$ cat src/rtl/queue_arbiter_pkg.sv
// Shared types and constants for the queue arbiter: FSM state encoding,
// byte width and the default queue depth.
package queue_arbiter_pkg;

  localparam int DATA_W        = 8;
  localparam int DEFAULT_DEPTH = 8;

  typedef enum logic [2:0] {
    ST_IDLE     = 3'd0,
    ST_ENQ      = 3'd1,
    ST_ENQ_WAIT = 3'd2,
    ST_DEQ      = 3'd3,
    ST_DEQ_WAIT = 3'd4
  } state_e;

endpackage

$ cat src/rtl/queue_arbiter_rr_picker.sv
// rr_picker: rotating priority encoder; the search starts just after ptr
// and wraps modulo N, returning both a one-hot pick and its index.
module rr_picker #(
  parameter int N  = 4,
  parameter int IW = 2
) (
  input  logic [N-1:0]  req,
  input  logic [IW-1:0] ptr,
  output logic [N-1:0]  pick,
  output logic [IW-1:0] idx
);

  logic          found_s;
  logic [IW-1:0] cand_s;

  // First requester at or after ptr+1 (wrapping) wins.
  always_comb begin
    pick    = '0;
    idx     = '0;
    found_s = 1'b0;
    cand_s  = '0;
    for (int i = 1; i <= N; i++) begin
      cand_s = IW'((int'(ptr) + i) % N);
      if (!found_s && req[cand_s]) begin
        found_s      = 1'b1;
        pick[cand_s] = 1'b1;
        idx          = cand_s;
      end else begin
        found_s = found_s;
      end
    end
  end

endmodule

$ cat src/rtl/queue_arbiter.sv
// queue_arbiter: serialises N_REQ producers and one consumer onto a single queue port.
// Optional build macro QARB_FIXED_PRIO0_EN gives requester 0 absolute priority.
module queue_arbiter
  import queue_arbiter_pkg::*;
#(
  parameter int N_REQ = 4,
  parameter int DEPTH = DEFAULT_DEPTH
) (
  input  logic                    clk_10khz,
  input  logic                    reset,
  input  logic [N_REQ-1:0]        req_valid,
  input  logic [N_REQ*DATA_W-1:0] req_data,
  output logic [N_REQ-1:0]        req_grant,
  input  logic                    deq_req,
  output logic                    deq_valid,
  output logic [DATA_W-1:0]       deq_data,
  output logic                    q_enqueue,
  output logic                    q_dequeue,
  output logic [DATA_W-1:0]       q_data,
  input  logic                    q_ack,
  input  logic [3:0]              q_len,
  input  logic [DATA_W-1:0]       q_data_out,
  output logic                    busy
);

  localparam int IW = (N_REQ > 1) ? $clog2(N_REQ) : 1;

  state_e              state_q, state_d;
  logic [IW-1:0]       rr_ptr_q, rr_ptr_d;
  logic [IW-1:0]       winner_q, winner_d;
  logic                last_was_deq_q, last_was_deq_d;
  logic [N_REQ-1:0]    req_grant_q, req_grant_d;
  logic                deq_valid_q, deq_valid_d;
  logic [DATA_W-1:0]   deq_data_q, deq_data_d;
  logic                q_enqueue_q, q_enqueue_d;
  logic                q_dequeue_q, q_dequeue_d;
  logic [DATA_W-1:0]   q_data_q, q_data_d;
  logic                busy_q, busy_d;

  logic [N_REQ-1:0]    rr_req_s;
  logic [N_REQ-1:0]    pick_s;
  logic [IW-1:0]       pick_idx_s;
  logic [IW-1:0]       sel_idx_s;
  logic                enq_any_s;
  logic                enq_elig_s;
  logic                deq_elig_s;

`ifdef QARB_FIXED_PRIO0_EN
  // Requester 0 bypasses the rotation; the rest share the round-robin.
  assign rr_req_s  = {req_valid[N_REQ-1:1], 1'b0};
  assign enq_any_s = req_valid[0] | (|pick_s);
  assign sel_idx_s = req_valid[0] ? '0 : pick_idx_s;
`else
  assign rr_req_s  = req_valid;
  assign enq_any_s = |pick_s;
  assign sel_idx_s = pick_idx_s;
`endif

  rr_picker #(.N(N_REQ), .IW(IW)) u_picker (
    .req  (rr_req_s),
    .ptr  (rr_ptr_q),
    .pick (pick_s),
    .idx  (pick_idx_s)
  );

  assign enq_elig_s = enq_any_s && (int'(q_len) < DEPTH);
  assign deq_elig_s = deq_req && (q_len != 4'd0);

  // Next-state and registered-output values; pulses default low.
  always_comb begin
    state_d        = state_q;
    rr_ptr_d       = rr_ptr_q;
    winner_d       = winner_q;
    last_was_deq_d = last_was_deq_q;
    req_grant_d    = '0;
    deq_valid_d    = 1'b0;
    deq_data_d     = deq_data_q;
    q_enqueue_d    = 1'b0;
    q_dequeue_d    = 1'b0;
    q_data_d       = q_data_q;
    case (state_q)
      ST_IDLE: begin
        if (deq_elig_s && (!enq_elig_s || !last_was_deq_q)) begin
          state_d        = ST_DEQ;
          q_dequeue_d    = 1'b1;
          last_was_deq_d = 1'b1;
        end else if (enq_elig_s) begin
          state_d        = ST_ENQ;
          winner_d       = sel_idx_s;
          q_enqueue_d    = 1'b1;
          q_data_d       = req_data[{sel_idx_s, 3'b000} +: DATA_W];
          last_was_deq_d = 1'b0;
        end else begin
          state_d = ST_IDLE;
        end
      end
      ST_ENQ:      state_d = ST_ENQ_WAIT;
      ST_ENQ_WAIT: begin
        state_d = ST_IDLE;
        if (q_ack) begin
          req_grant_d[winner_q] = 1'b1;
          rr_ptr_d              = winner_q;
        end else begin
          rr_ptr_d = rr_ptr_q;
        end
      end
      ST_DEQ:      state_d = ST_DEQ_WAIT;
      ST_DEQ_WAIT: begin
        state_d     = ST_IDLE;
        deq_valid_d = 1'b1;
        deq_data_d  = q_data_out;
      end
      default:     state_d = ST_IDLE;
    endcase
    busy_d = (state_d != ST_IDLE);
  end

  // State and output registers with synchronous reset.
  always_ff @(posedge clk_10khz) begin
    if (reset) begin
      state_q        <= ST_IDLE;
      rr_ptr_q       <= IW'(N_REQ - 1);
      winner_q       <= '0;
      last_was_deq_q <= 1'b0;
      req_grant_q    <= '0;
      deq_valid_q    <= 1'b0;
      deq_data_q     <= '0;
      q_enqueue_q    <= 1'b0;
      q_dequeue_q    <= 1'b0;
      q_data_q       <= '0;
      busy_q         <= 1'b0;
    end else begin
      state_q        <= state_d;
      rr_ptr_q       <= rr_ptr_d;
      winner_q       <= winner_d;
      last_was_deq_q <= last_was_deq_d;
      req_grant_q    <= req_grant_d;
      deq_valid_q    <= deq_valid_d;
      deq_data_q     <= deq_data_d;
      q_enqueue_q    <= q_enqueue_d;
      q_dequeue_q    <= q_dequeue_d;
      q_data_q       <= q_data_d;
      busy_q         <= busy_d;
    end
  end

  assign req_grant = req_grant_q;
  assign deq_valid = deq_valid_q;
  assign deq_data  = deq_data_q;
  assign q_enqueue = q_enqueue_q;
  assign q_dequeue = q_dequeue_q;
  assign q_data    = q_data_q;
  assign busy      = busy_q;

endmodule

$ cat config.mk
export PLATFORM = sky130hd
export DESIGN_NAME = queue_arbiter
export DESIGN_NICKNAME = d
export VERILOG_FILES = /design/src/rtl/queue_arbiter_pkg.sv /design/src/rtl/queue_arbiter_rr_picker.sv /design/src/rtl/queue_arbiter.sv
export SDC_FILE = /design/constraint.sdc
export NUM_CORES = 1
export LEC_CHECK = 0
export BUFFER_PORTS_ARGS = -buffer_cell sky130_fd_sc_hd__buf_2
export CAP_MARGIN = 10
export CORE_UTILIZATION = 45
export DETAILED_ROUTE_END_ITERATION = 6
export GPL_ROUTABILITY_DRIVEN = 0
export PLACE_DENSITY = 0.75
export SETUP_SLACK_MARGIN = 0.15
export SYNTH_ARGS = -nofsm -noshare
export SYNTH_HDL_FRONTEND = slang
export SYNTH_SLANG_ARGS = --single-unit
$ cat constraint.sdc
create_clock -name clk_10khz -period 2.9 [get_ports clk_10khz]
set_input_delay 0.145 -clock clk_10khz [delete_from_list [all_inputs] [get_ports clk_10khz]]
set_output_delay 0.145 -clock clk_10khz [all_outputs]
set_load 0.01 [all_outputs]
Word-level counts from Yosys, hierarchy flattened
Index checks and enable logic that the tools add are counted.
- add/subtract/negate cells: 4
- magnitude comparators: 11
- equality and inequality tests: 4
- shifts and indexed selects: 1
- mux-type cells: 37
- bitwise gates (word level): 7
- reduce and logical (&&, ||, !) cells: 28
- operators with widths (cell ; count):
    32-bit by 6-bit variable part select with 8-bit output ; 1
    1-bit two-way mux ; 18
    4-bit two-way mux ; 4
    2-bit by 3-bit less-than comparator with 1-bit output, second input constant ; 5
    4-bit OR ; 3
    1-bit logical AND ; 11
    1-bit demux with 2-bit select ; 5
    2-bit by 1-bit greater-or-equal comparator with 1-bit output, second input constant ; 5
    2-bit two-way mux ; 5
    3-bit one-hot mux with 3 select lines ; 1
    1-bit binary-select mux with 2-bit select ; 4
    3-bit by 2-bit == test with 1-bit output, second input constant ; 2
    3-bit OR reduction ; 2
    1-bit zero test ; 5
    2-bit by 1-bit adder with 2-bit output, second input constant ; 2
    2-bit adder, second input constant ; 2
    4-bit less-than comparator, second input constant ; 1
    1-bit inverter ; 4
    2-bit AND reduction ; 2
    4-bit nonzero test ; 1
    4-bit OR reduction ; 1
    3-bit by 1-bit == test with 1-bit output, second input constant ; 1
    3-bit == test, second input constant ; 1
    3-bit zero test ; 1
    other kinds (5) ; 5
- register bits: 32
- bits of input ports: 52

Depth between registers and ports, before layout
- depth after elaboration: 21
- depth in mapped cells: 13

Modules after synthesis
Synthesis repeated with hierarchy kept, for this count alone.
- cell total of the unflattened synthesis: 199
- area total of the unflattened synthesis: 1894.3 um2
- by module, submodules not included (module ; times used ; cells an instance ; area each (um2) ; sequential area each (um2)):
    queue_arbiter ; 1 ; 131 ; 1348.8 ; 640.6
    rr_picker ; 1 ; 68 ; 545.5 ; 0.0

Worst setup path after synthesis
No wires, ideal clock.
- kind: flip-flop to flip-flop
- start point: register rr_ptr_q[0]
- end point: register q_data_q[7], in the netlist q_data[7]
- library setup time: 0.058 ns
- arrival time: 2.863 ns
- data required time: 2.842 ns
- setup slack: -0.021 ns
- cell stages (with the launch flop): 12
- path buffers: 3
- clock period less this slack: 2.921 ns
- path through: dfxtp_1 -> buf_6 -> buf_2 -> inv_1 -> ha_1 -> buf_2 -> mux2_2 -> o22ai_1 -> o31ai_1 -> a211oi_1 -> o311a_1 -> a211o_1
- word-level cells in the longest chain between the ends: 20
- RTL lines (element ; RTL line ; text):
    start, declared ; queue_arbiter.sv:29 ; logic [IW-1:0] rr_ptr_q, rr_ptr_d;
    start signal, assigned ; queue_arbiter.sv:122 ; rr_ptr_q <= IW'(N_REQ - 1);
    start signal, assigned ; queue_arbiter.sv:134 ; rr_ptr_q <= rr_ptr_d;
    parallel branches: the longest is 20 deep, another holds 2-bit by 3-bit less-than comparator with 1-bit output ; -- ;
    end signal, assigned ; queue_arbiter.sv:142 ; q_data_q <= q_data_d;
    end, declared ; queue_arbiter.sv:37 ; logic [DATA_W-1:0] q_data_q, q_data_d;
Parallel ways; which one is timed is not known. The select of a mux whose other input is x is not followed.
A chain may end at the register's enable or synchronous reset.

Worst setup path after layout
- start point: register rr_ptr_q[0]
- end point: register q_data_q[0], in the netlist q_data[0]
Same word-level chain as after synthesis.

==> impl_results.md <==
* Worst-Skew Late Latency at 0.28 ns
* Final Instance Area at 2730 sq um
* Post-layout minimum cycle time at 2.57 ns
* Post-synthesis simple-gate area fraction at 27.1%
* Global Route Usage Sum at 23.3%
* Largest family of logic cells by synthesized area: simple AND/OR/NAND/NOR gates
* Clock slew at reported path FFs at 0.07 ns
* Initial Util at 46.8%
* Final Skew at 0.00885 ns
* Register area share after synthesis at 29.2%
* Fin Hold WS at 0.103 ns
* DP Wirelength at 4190 microns
* Root Buffer Master: clkbuf_8
* Sequential power share at 36.9%
* Slew HR at 51.5%
* Sw frac at 34.4%
* Fillers at 436
* Final Cycle Share at 88.6%
* Detailed Route Iter0 Violations at 199
* Tot Pwr at 1.33 mW
* CTS tree: done
* DRT antenna net count at 0
* Worst Hold Launch: q_data_out[1]
* Synth Area in XOR/XNOR at 0%
* Final Hold Violating Endpoints at 0
* Max Cap Viol at 0
* Post-Syn Instances at 278
* Overflow after GRT at 0
* Critical Path AT at 2.75 ns
* Post-synth design cell area at 2190 sq um
* Drt drc at 0
* CP startpoint kind: flop
* Fmax at 389 MHz
* Flop-to-flop setup slack at 0.33 ns
* Sw power at 0.459 mW
* Fin cells at 402
* Syn_nets at 338
* Worst-Margin Slew at 0.710 ns
* Fin Setup TNS at 0 ns
* Antenna diode instance count at 0
* Comb pwr share at 35.7%
* First drt pass iteration count at 5
* Crit path kind: reg2reg
* Die H at 71.8 microns
* Synthesized flop and latch total at 32
* Hold WC Path Type: in2reg
* Die area at 5160 sq um
* H-tree Lvls at 2
* Post-Synth Adder-Cell Area at 4.56%
* Ports at 76
* Crit. End Element: flop
* EDFF count, synth at 0
* Mux cell area share after synthesis at 4.90%
* Per-cell routed wire length at 15.0 microns
* Share of cells above drive strength 1 at 31.6%
* Pre-CTS setup slack at 0.176 ns
* Setup crit start: rr_ptr_q[0]
* Rows at 25
* Max VDD drop at 0.325 mV
* Initial antenna violation count at 0
* Final setup margin at 0.331 ns
* Nets at 408
* Final WL at 6040 microns
* Final core utilization at 58.1%
* Mean Syn Cell Area at 7.89 sq um
* Yosys Warn Count at 0
* I/O Buffers at 75
* Async SR Flop Fraction at 0%
* Hold path depth at 3
* Area after DPL at 2590 sq um
* Die width at 71.8 microns
* Internal Power at 0.873 mW
* Critical Path RT at 3.08 ns
* Crit path largest cell delay at 0.45 ns
* Pins over their slew limit at 0
* Avg Vias per Cell at 6.07
* Synthesis-to-finish area growth at 24.3%
* CTS buffer count at 5
* Compound-gate portion of the synthesized area at 26.8%
* Core Footprint at 4690 sq um
* Most frequent cells in the layout: 75 x buf_2, 54 x nand2_1, 32 x dfxtp_1, 29 x a21oi_1, 19 x and3_1
* Reg-to-reg endpoint: q_data[0]
* RSZ-0062 raised after global routing: false
* Final Setup Violations at 0
* Largest driver fanout on the critical path at 8
* Worst R2R Path Depth at 9
* Most common cell after layout, fill and taps aside: buf_2
* Inst Count DP at 393
* Outcome: completed
* Leakage power at 1.44 nW
* Worst R2R Start: rr_ptr_q[0]
* Crit-path cells: inv_1 > ha_2 > buf_4 > mux2_2 > o22ai_1 > o31ai_1 > a211o_2 > o311a_1 > a211o_1
* Critical Path Slowest Stage Cell: a211o_2
* First-pass GRT wire length at 9520 microns
* Largest net degree at the start of global routing at 23
* Clock Path Buffers at 2
* Distinct cells, synth at 45
* DR vias at 2439
* Clk network pwr share at 27.4%
* Power Density at 488 nW/um^2
* Vias in the first global route at 2037
* Clock sinks at 32
* Worst Hold Endpoint: deq_data[1]
* Ys flop type: dfxtp_1
==> synthesized netlist by cell type (3+ instances only) <==
| cell type | number | share of area (%) |
|---|---|---|
| nor2_1 | 14 | 2.4 |
| a21oi_1 | 29 | 6.6 |
| buf_2 | 7 | 1.6 |
| nand2b_1 | 3 | 0.86 |
| o21ai_0 | 3 | 0.68 |
| nor4_1 | 6 | 1.7 |
| o311a_1 | 17 | 7.8 |
| mux2i_1 | 4 | 1.8 |
| nand2_1 | 54 | 9.2 |
| ha_1 | 8 | 4.6 |
| nor3_1 | 17 | 3.9 |
| a211o_1 | 11 | 4.4 |
| clkbuf_1 | 12 | 2.1 |
| and3_1 | 19 | 5.4 |
| dfxtp_1 | 32 | 29 |
| inv_1 | 7 | 1.2 |
==> power groups by stage <==
stage / logic (mW) / registers [mW] / clock network, mW
after floorplan: 0.327 / 0.508 / 0
after global placement: 0.446 / 0.500 / 0
after detailed placement: 0.452 / 0.500 / 0
after CTS: 0.455 / 0.491 / 0.378
after global routing: 0.518 / 0.495 / 0.392
final: 0.476 / 0.492 / 0.364
==> cell families (layout without fill, tap and decap cells) <==
logic type,after synthesis,in the layout
buffers and inverters,30,100
AO/OA/AOI/OAI,78,78
flip-flops,32,32
AND/OR/NAND/NOR,122,122
adder cells (fa/ha/maj),8,8
multiplexers,8,8
==> final cells by class <==
cell class                      instances  area (sq um)  area share [%]
Clock buffer                            7          96.3            3.53
Inverter                                7          26.3           0.963
Multi-Input combinational cell        216          1430            52.3
Sequential cell                        32           641            23.5
Tap cell                               54          67.6            2.48
Timing Repair Buffer                   86           470            17.2
==> critical path, delay by kind of cell, from the launching register on <==
family | cells | cell delay (ns)
compound gates | 5 | 1.11
fa+ha+maj | 1 | 0.40
mux | 1 | 0.34
flops | 1 | 0.32
buf+inv | 2 | 0.28
==> state kept, by name (all words and copies together), names as in the netlist, 2 cells and up <==
signal,cells
q_data,8
state_q,3
deq_data,8
req_grant,4
rr_ptr_q,2
winner_q,2
==> worst max path at each step <==
stage                      to  slack, ns  cells after the start
floorplan           q_data[7]       0.16                     12
global placement    q_data[6]       0.25                      6
detailed placement  q_data[6]       0.18                      6
CTS                 q_data[6]       0.17                      6
global route        q_data[0]       0.19                      9
finish              q_data[0]       0.33                      9
==> repair_timing <==
| action | in CTS | in global routing |
|---|---|---|
| resized for setup | 0 | 4 |
| hold buffers | 0 | 0 |
| setup endpoints to repair | 0 | 8 |
| buffers inserted | 0 | 2 |
==> layer usage <==
| layer | part of all wire, % | vias to the layer above | global-route usage (%) |
|---|---|---|---|
| li1 | - | 1163 | - |
| met1 | 44 | 1132 | 32.9 |
| met2 | 45 | 130 | 34.8 |
| met3 | 9.1 | 14 | 5.63 |
| met4 | 1.6 | 0 | 7.84 |
| met5 | 0 | - | 0 |
(Power assumes the default switching activity.)
